### src/rtl/stopwatch_input_ctrl.sv
// ---------------------------------------------------------------------------
// stopwatch_input_ctrl
//
// Input-side front end for the stopwatch counter. It takes the raw board
// buttons and switches and produces clean, single-clock-domain controls.
// It also derives the slow timing ticks and square waves from the board
// clock.
//
// Signal path for each raw input:
//   2-flop synchronizer -> debouncer (state + stability counter)
//   -> press detector (buttons only: registered rising edge)
//
// Optional build macro:
//   ADJ_TICK_GATE_EN - when defined, clk_1hz is suppressed while adj is high.
//                      Divider c1 keeps running, so the tick phase is kept.
//
// Parameters:
//   CLK_HZ          board clock frequency in Hz (divisible by 8)
//   FST_HZ          display scan square-wave frequency
//   DEBOUNCE_CYCLES consecutive stable cycles needed to accept a new level
//
// Ports:
//   clk        in   board clock, sole clock domain
//   rst        in   synchronous, active-high reset
//   btn_pause  in   raw pause pushbutton (asynchronous, active-high)
//   btn_reset  in   raw reset pushbutton (asynchronous, active-high)
//   sw_select  in   raw select switch (asynchronous)
//   sw_adj     in   raw adjust switch (asynchronous)
//   pause_d    out  pause level, toggles on each accepted pause press
//   rst_d      out  one-cycle pulse per accepted reset press
//   select     out  debounced sw_select level
//   adj        out  debounced sw_adj level
//   clk_1hz    out  one-cycle enable pulse at 1 Hz
//   clk_2hz    out  one-cycle enable pulse at 2 Hz
//   clk_4hz    out  50% duty square wave at 4 Hz (blink level)
//   clk_fst    out  50% duty square wave at FST_HZ (display scan)
// ---------------------------------------------------------------------------
module stopwatch_input_ctrl #(
    parameter int CLK_HZ          = 100000000,
    parameter int FST_HZ          = 500,
    parameter int DEBOUNCE_CYCLES = 1000000
) (
    input  logic clk,
    input  logic rst,
    input  logic btn_pause,
    input  logic btn_reset,
    input  logic sw_select,
    input  logic sw_adj,
    output logic pause_d,
    output logic rst_d,
    output logic select,
    output logic adj,
    output logic clk_1hz,
    output logic clk_2hz,
    output logic clk_4hz,
    output logic clk_fst
);

    // -----------------------------------------------------------------------
    // Local constants
    // -----------------------------------------------------------------------
    // Bit positions of the four conditioned inputs in the packed vectors.
    localparam int IDX_PAUSE  = 0;
    localparam int IDX_RESET  = 1;
    localparam int IDX_SELECT = 2;
    localparam int IDX_ADJ    = 3;
    localparam int N_IN       = 4;

    localparam int                DB_W    = $clog2(DEBOUNCE_CYCLES);
    localparam logic [DB_W-1:0]   DB_LAST = DB_W'(DEBOUNCE_CYCLES - 1);

    // Terminal counts of the dividers. Each width is sized to hold its
    // terminal count and is kept at least 1 bit wide so that degenerate
    // parameter choices (terminal count of 0) still elaborate.
    localparam int C1_MAX = CLK_HZ - 1;
    localparam int C2_MAX = CLK_HZ / 2 - 1;
    localparam int C4_MAX = CLK_HZ / 8 - 1;
    localparam int CF_MAX = CLK_HZ / (2 * FST_HZ) - 1;

    localparam int C1_W = (C1_MAX < 1) ? 1 : $clog2(C1_MAX + 1);
    localparam int C2_W = (C2_MAX < 1) ? 1 : $clog2(C2_MAX + 1);
    localparam int C4_W = (C4_MAX < 1) ? 1 : $clog2(C4_MAX + 1);
    localparam int CF_W = (CF_MAX < 1) ? 1 : $clog2(CF_MAX + 1);

    localparam logic [C1_W-1:0] C1_LAST = C1_W'(C1_MAX);
    localparam logic [C2_W-1:0] C2_LAST = C2_W'(C2_MAX);
    localparam logic [C4_W-1:0] C4_LAST = C4_W'(C4_MAX);
    localparam logic [CF_W-1:0] CF_LAST = CF_W'(CF_MAX);

    // -----------------------------------------------------------------------
    // Signals
    // -----------------------------------------------------------------------
    logic [N_IN-1:0] raw;
    logic [N_IN-1:0] sync_p0;      // first synchronizer flop (may be metastable)
    logic [N_IN-1:0] sync_p1;      // second synchronizer flop (safe to use)
    logic [N_IN-1:0] deb_state;    // accepted (debounced) levels
    logic [DB_W-1:0] deb_cnt [N_IN];

    logic [1:0]      btn_prev;     // previous debounced button levels
    logic            press_pause;
    logic            press_reset;

    logic [C1_W-1:0] c1;
    logic [C2_W-1:0] c2;
    logic [C4_W-1:0] c4;
    logic [CF_W-1:0] cf;
    logic            tick_1hz_next;

    assign raw = {sw_adj, sw_select, btn_reset, btn_pause};

    // -----------------------------------------------------------------------
    // Stage p0/p1: two-flop synchronizers for all raw inputs
    // -----------------------------------------------------------------------
    always_ff @(posedge clk) begin
        if (rst) begin
            sync_p0 <= '0;
            sync_p1 <= '0;
        end else begin
            sync_p0 <= raw;
            sync_p1 <= sync_p0;
        end
    end

    // -----------------------------------------------------------------------
    // Debounce: each input must disagree with its accepted state for
    // DEBOUNCE_CYCLES consecutive cycles before the new level is taken.
    // Any return to the accepted level restarts the count from zero.
    // -----------------------------------------------------------------------
    always_ff @(posedge clk) begin
        if (rst) begin
            deb_state <= '0;
            for (int i = 0; i < N_IN; i++) begin
                deb_cnt[i] <= '0;
            end
        end else begin
            for (int i = 0; i < N_IN; i++) begin
                if (sync_p1[i] == deb_state[i]) begin
                    deb_cnt[i] <= '0;
                end else if (deb_cnt[i] == DB_LAST) begin
                    deb_state[i] <= sync_p1[i];
                    deb_cnt[i]   <= '0;
                end else begin
                    deb_cnt[i] <= deb_cnt[i] + 1'b1;
                end
            end
        end
    end

    assign select = deb_state[IDX_SELECT];
    assign adj    = deb_state[IDX_ADJ];

    // -----------------------------------------------------------------------
    // Press detection: rising edge of the debounced button levels, applied
    // to the registered pause/reset outputs one cycle after acceptance.
    // -----------------------------------------------------------------------
    assign press_pause = deb_state[IDX_PAUSE] & ~btn_prev[0];
    assign press_reset = deb_state[IDX_RESET] & ~btn_prev[1];

    always_ff @(posedge clk) begin
        if (rst) begin
            btn_prev <= '0;
            rst_d    <= 1'b0;
            pause_d  <= 1'b0;
        end else begin
            btn_prev <= {deb_state[IDX_RESET], deb_state[IDX_PAUSE]};
            rst_d    <= press_reset;
            // A reset press takes priority over a simultaneous pause press.
            if (press_reset) begin
                pause_d <= 1'b0;
            end else if (press_pause) begin
                pause_d <= ~pause_d;
            end
        end
    end

    // -----------------------------------------------------------------------
    // Tick dividers: free-running, cleared only by rst. c1 and c2 start
    // together so every 1 Hz pulse lines up with a 2 Hz pulse.
    // -----------------------------------------------------------------------
`ifdef ADJ_TICK_GATE_EN
    // The counter stays frozen during adjust because its tick is masked here;
    // c1 itself never stops, so the next pulse after adjust lands on the
    // normal 1 s boundary.
    assign tick_1hz_next = (c1 == C1_LAST) && !deb_state[IDX_ADJ];
`else
    assign tick_1hz_next = (c1 == C1_LAST);
`endif

    always_ff @(posedge clk) begin
        if (rst) begin
            c1      <= '0;
            c2      <= '0;
            clk_1hz <= 1'b0;
            clk_2hz <= 1'b0;
        end else begin
            clk_1hz <= tick_1hz_next;
            clk_2hz <= (c2 == C2_LAST);
            c1      <= (c1 == C1_LAST) ? '0 : c1 + 1'b1;
            c2      <= (c2 == C2_LAST) ? '0 : c2 + 1'b1;
        end
    end

    // Square waves: toggle on each terminal count, giving 50% duty.
    always_ff @(posedge clk) begin
        if (rst) begin
            c4      <= '0;
            cf      <= '0;
            clk_4hz <= 1'b0;
            clk_fst <= 1'b0;
        end else begin
            if (c4 == C4_LAST) begin
                c4      <= '0;
                clk_4hz <= ~clk_4hz;
            end else begin
                c4 <= c4 + 1'b1;
            end
            if (cf == CF_LAST) begin
                cf      <= '0;
                clk_fst <= ~clk_fst;
            end else begin
                cf <= cf + 1'b1;
            end
        end
    end

endmodule

### config.mk
export PLATFORM = sky130hd
export DESIGN_NAME = stopwatch_input_ctrl
export DESIGN_NICKNAME = d
export VERILOG_FILES = /design/src/rtl/stopwatch_input_ctrl.sv
export SDC_FILE = /design/constraint.sdc
export NUM_CORES = 1
export LEC_CHECK = 0
export CAP_MARGIN = 20
export CORE_ASPECT_RATIO = 1.75
export CORE_UTILIZATION = 40
export CTS_CLUSTER_SIZE = 25
export DETAILED_ROUTE_END_ITERATION = 8
export PLACE_DENSITY_LB_ADDON = 0.12
export SYNTH_ARGS = -nofsm -noshare
export SYNTH_HDL_FRONTEND = slang
export SYNTH_SLANG_ARGS = --single-unit
### constraint.sdc
create_clock -name clk -period 2.6 [get_ports clk]
set_clock_uncertainty 0.2 [all_clocks]
set_input_delay 0.52 -clock clk [delete_from_list [all_inputs] [get_ports clk]]
set_output_delay 0.52 -clock clk [all_outputs]
set_load 0.02 [all_outputs]
Word level (Yosys, flattened, before mapping)
Memories as Yosys holds them, arrays and structs flattened.
Cells that the tools add are included.
{"block": "word_totals", "elab_cells": 128, "ff_bits": 114, "memories": 1, "output_inout_bits": 8, "inputBits": 6, "ramBits": 80}
{"block": "classes", "addsub": 8, "mux": 58, "eq_ne": 12, "n_bitwise": 23, "n_reduce_logical": 9}
{"name": "deb_cnt", "depth": 4, "width": 20, "rd": 4, "rd_ports_with_merged_regs": 0, "write_ports": 4, "line_no": "97", "rtl": "logic [DB_W-1:0] deb_cnt [N_IN];"}
{"op": "two-way mux 20 bit", "count": 12}
{"op": "adder 20 x 1 -> 20 bit, second input constant", "count": 4}
{"op": "equality test 20 bit, second input constant", "count": 4}
{"op": "two-way mux 1 bit", "count": 46}
{"op": "adder 27 x 1 -> 27 bit, second input constant", "count": 1}
{"op": "equality test 27 bit, second input constant", "count": 1}
{"op": "adder 26 x 1 -> 26 bit, second input constant", "count": 1}
{"op": "equality test 26 bit, second input constant", "count": 1}
{"op": "adder 24 x 1 -> 24 bit, second input constant", "count": 1}
{"op": "equality test 24 bit, second input constant", "count": 1}
{"op": "adder 17 x 1 -> 17 bit, second input constant", "count": 1}
{"op": "equality test 17 bit, second input constant", "count": 1}
{"op": "bitwise OR 1 bit", "count": 12}
{"op": "OR reduction 2 bit", "count": 5}
{"op": "inverter 1 bit", "count": 9}
{"op": "AND reduction 2 bit", "count": 4}
{"op": "equality test 1 bit", "count": 4}
{"op": "bitwise AND 1 bit", "count": 2}

Longest topological paths before layout
{"block": "logic_depth", "depth_word": 7, "mapped_depth": 7, "depth_no_buf": 5}

Worst setup path before layout
No wires, ideal clock.
{"block": "synth_path", "path_type": "register -> register", "from": "mem deb_cnt[1][13] (netlist bit)", "to": "mem deb_cnt[1][10] (netlist bit), data pin", "path_buffers": 1, "t_arrival_ps": 1908, "required_time_ps": 2146, "path_stages_with_launch": 6, "setup_slack_ps": 238, "path_cell_list": "edfxtp_1 > or4_1 > or4_4 > o21ai_4 > buf_6 > nor2_1"}
{"item": "start, declared", "line_no": "97"}

==> impl_summary.log <==
INFO  metric critical_path.reg2reg.endpoint = deb_cnt[1][17]
INFO  metric synth_seq_cells = 194
INFO  metric wire_length_of_the_first_global_routing_pass = 32,500 um
INFO  metric finalWorstPathRequiredPeriod = 2.45 ns
INFO  metric synthDominantAreaCellType = edfxtp_1
INFO  metric criticalPathCategory = flop to flop
INFO  metric number_of_hold_repair_buffers_added_at_the_cts_stage = 0
INFO  metric drv_slew = 0
INFO  metric detail_route.drc_violations = 0
INFO  metric setup.reg_to_reg.worst_slack = 0.15 ns
INFO  metric critPathMaxStageDelay = 0.56 ns
INFO  metric ctsHtreeMaxLevel = 4
INFO  metric r2r.worst_path.cells = 5
INFO  metric worstSetupEndpointType = flop
INFO  metric antenna_violations_before_repair = 0
INFO  metric worst_pin_slew = 0.589 ns
INFO  metric vias = 7,232
INFO  metric worstSetupStartpointType = flop
INFO  metric setup_violations = 0
INFO  metric drt_iter0_drc = 326
INFO  metric core-area = 23,200 sq um
INFO  metric number_of_synthesized_flops_with_an_enable_pin = 80
INFO  metric grt_setup_unrepaired = false
INFO  metric placed_cell_area = 10,300 sq um
INFO  metric die_h = 205 um
INFO  metric grt.busiest_layer = met2
INFO  metric critical_path.cell_chain = or4_1 -> or4_4 -> o21ai_4 -> buf_4 -> a21oi_1
INFO  metric clock_buffer_count_from_cts = 17
INFO  metric worstHoldPathType = flop to flop
INFO  metric timing.critical_path.arrival = 2.44 ns
INFO  metric vdd_drop_max = 0.000429 V
INFO  metric cp_slowest_cell = or4_4
INFO  metric floorplan.initialDensity = 40.6%
INFO  metric cts_root_buffer = clkbuf_16
INFO  metric cts_max_path_buffers = 2
INFO  metric mean_routed_wirelength_per_cell = 13.1 um
INFO  metric io_buffers = 13
INFO  metric gr-usage-met2 = 31.6%
INFO  metric yosysUniqueCellTypes = 52
INFO  metric max_slew_headroom = 60.3%
INFO  metric die_width = 118 um
INFO  metric postSynth.topFlopCell = dfxtp_1
INFO  metric insertion_delay_of_the_later_clocked_pin_in_the_worst_skew_pair = 0.45 ns
INFO  metric finish.instance_area = 10,900 sq um
INFO  metric dp_slack = 0.142 ns
INFO  metric asyncSetResetFlopFracSynth = 0%
INFO  metric area_growth = 15.5%
INFO  metric required = 2.59 ns
INFO  metric placement_rows = 74
INFO  metric gp_congestion = 0.776
INFO  metric final_layout_size_suffix_gt1_share = 6.72%
INFO  metric fillerInstances = 2,300
INFO  metric dp_hpwl = 13,500 um
INFO  metric synth_area_leaders = edfxtp_1, dfxtp_1, xnor2_1, nor2_1, xor2_1
INFO  metric p_total = 6.29 mW
INFO  metric finalNetCount = 1,104
INFO  metric drt_pass1_iterations = 5
INFO  metric synth.yosys.warnings = 0
INFO  metric sequential_share_of_the_synthesized_area = 49.7%
INFO  metric synth.top_cells.by_count = nor2_1, dfxtp_1, edfxtp_1
INFO  metric cts_tree = built
INFO  metric first_global_vias = 7,026
INFO  metric grt_start_max_net_pins = 25
INFO  metric whs_endpoint = rst_d
INFO  metric syn_area_per_cell = 9.53 sq um
INFO  metric design.die.area = 24,200 sq um
INFO  metric maxCapViolCount = 0
INFO  metric post-cts-setup-buffer-count = 0
INFO  metric synth.most_common_cell = nor2_1
INFO  metric antenna_left = 0
INFO  metric antenna_cells = 0
INFO  metric clk_pin_slew_worst_paths = 0.07 ns
INFO  metric post-synth-top-area-fraction = 25.5%
INFO  metric netlist_instances = 989
INFO  metric synth.cell_area = 9430 sq um
INFO  metric regArea = 4680 sq um
INFO  metric cts.sink_count = 194
INFO  metric power.density = 577 nW/um^2
INFO  metric fin_tns_setup = 0 ns
INFO  metric grt.met3_usage = 2.98%
INFO  metric grt_usage = 16.6%
INFO  metric finalWirelength = 18,500 um
INFO  metric global_route.usage.met1 = 17.2%
INFO  metric top_level_ports = 14
INFO  metric p_leak = 3.52 nW
INFO  metric grt_overflow = 0
INFO  metric cts_resized = 0
INFO  metric hold_path_startpoint = btn_prev[1]
INFO  metric outcome = completed
INFO  metric worst-path-max-fanout = 8
INFO  metric timing.rr.start = deb_cnt[1][13]
INFO  metric max_freq = 408 MHz
INFO  metric fin_ws = 0.149 ns
INFO  metric min_delay_path_depth = 1
INFO  metric final_hold_viol_count = 0
INFO  metric final.period_utilization = 94.3%
INFO  metric vias_per_cell = 5.14
INFO  metric multi_input_area = 4760 sq um
-- cell families (layout without fill, tap and decap cells) --
group / Yosys count / in the layout / synth area share (%)
AOI/OAI and AO/OA: 139 / 139 / 8.59
xor gates and xnor gates: 103 / 103 / 9.57
adders and majority gates: 8 / 8 / 1.06
buffers and inverters: 66 / 100 / 2.93
DFF: 194 / 194 / 49.7
other: 1 / 80 / 0.0398
and+or+nand+nor: 478 / 478 / 28.1
-- area by class of cell --
class	count	area share [%]
Clock inverter	11	1.47
Clock buffer	20	4.10
Sequential cell	194	43.0
Timing Repair Buffer	39	3.17
Inverter	30	1.03
Tap cell	304	3.49
Multi-Input combinational cell	808	43.7
-- per-stage QoR --
stage / hold slack, ns / utilization (%) / std cells
2_1_floorplan: 0.192 / - / 1068
3_3_place_gp: 0.219 / 44.3 / 1375
3_5_place_dp: 0.215 / 44.3 / 1375
4_1_cts: 0.206 / 46.9 / 1406
5_1_grt: 0.232 / 46.9 / 1406
6_report: 0.215 / 46.9 / 1406
-- worst max path at each step --
stage	from	endpoint
after floorplan	deb_cnt[1][13]	deb_cnt[1][10]
after global placement	deb_cnt[1][13]	deb_cnt[1][11]
after detailed placement	deb_cnt[1][13]	deb_cnt[1][19]
after CTS	deb_cnt[1][13]	deb_cnt[1][17]
after global routing	deb_cnt[1][13]	deb_cnt[1][16]
final	deb_cnt[1][13]	deb_cnt[1][17]
-- worst max-delay path: cells and delay by family (launching register included) --
family / cells / cell delay, ns
simple gates: 2 / 1.09
flops: 1 / 0.44
compound gates: 2 / 0.26
buf+inv: 1 / 0.20
-- cells in the final DEF (no fill, tap or decap), types with 3 or more instances in the layout --
| cell | n |
|---|---|
| nor3_1 | 22 |
| xor2_1 | 47 |
| inv_1 | 30 |
| conb_1 | 80 |
| nand4_1 | 50 |
| nor2b_1 | 13 |
| nand2b_1 | 3 |
| or3_1 | 34 |
| ha_1 | 8 |
| nor4bb_1 | 6 |
| and3_1 | 9 |
| dfxtp_1 | 114 |
| nand3_1 | 54 |
| nand4b_1 | 3 |
| edfxtp_1 | 80 |
| o31ai_1 | 28 |
| and4_1 | 16 |
| and2_1 | 8 |
| nand2_1 | 53 |
| nor2_1 | 123 |
| or2_2 | 4 |
| nor4b_1 | 7 |
| clkbuf_16 | 17 |
| xnor2_1 | 56 |
| clkdlybuf4s50_1 | 12 |
| buf_4 | 24 |
| nor4_1 | 17 |
| o21ai_0 | 35 |
| or4_4 | 3 |
| or4_1 | 40 |
| bufinv_16 | 4 |
| o21ai_1 | 3 |
| a21oi_1 | 64 |
-- state kept, by name, summed over array words and instances, names as in the netlist --
name,count
clk_4hz,1
cf,17
sync_p1,4
deb_state,4
clk_2hz,1
clk_1hz,1
c2,26
btn_prev,2
deb_cnt,80
c4,24
rst_d,1
c1,27
pause_d,1
sync_p0,4
clk_fst,1
-- routing by layer --
metal	wire length, um	up-vias
met3	312	31
met5	0	-
li1	-	3738
met1	7620	3409
met2	10000	54
met4	488	0
-- where the power goes --
group	leakage, nW	internal (mW)	switching, mW	total, mW
logic	1.48	0.0862	0.120	0.207
registers	1.75	3.24	0.0773	3.32
clock network	0.295	1.62	1.14	2.76
Note: power is estimated with default switching activity, not from simulation.
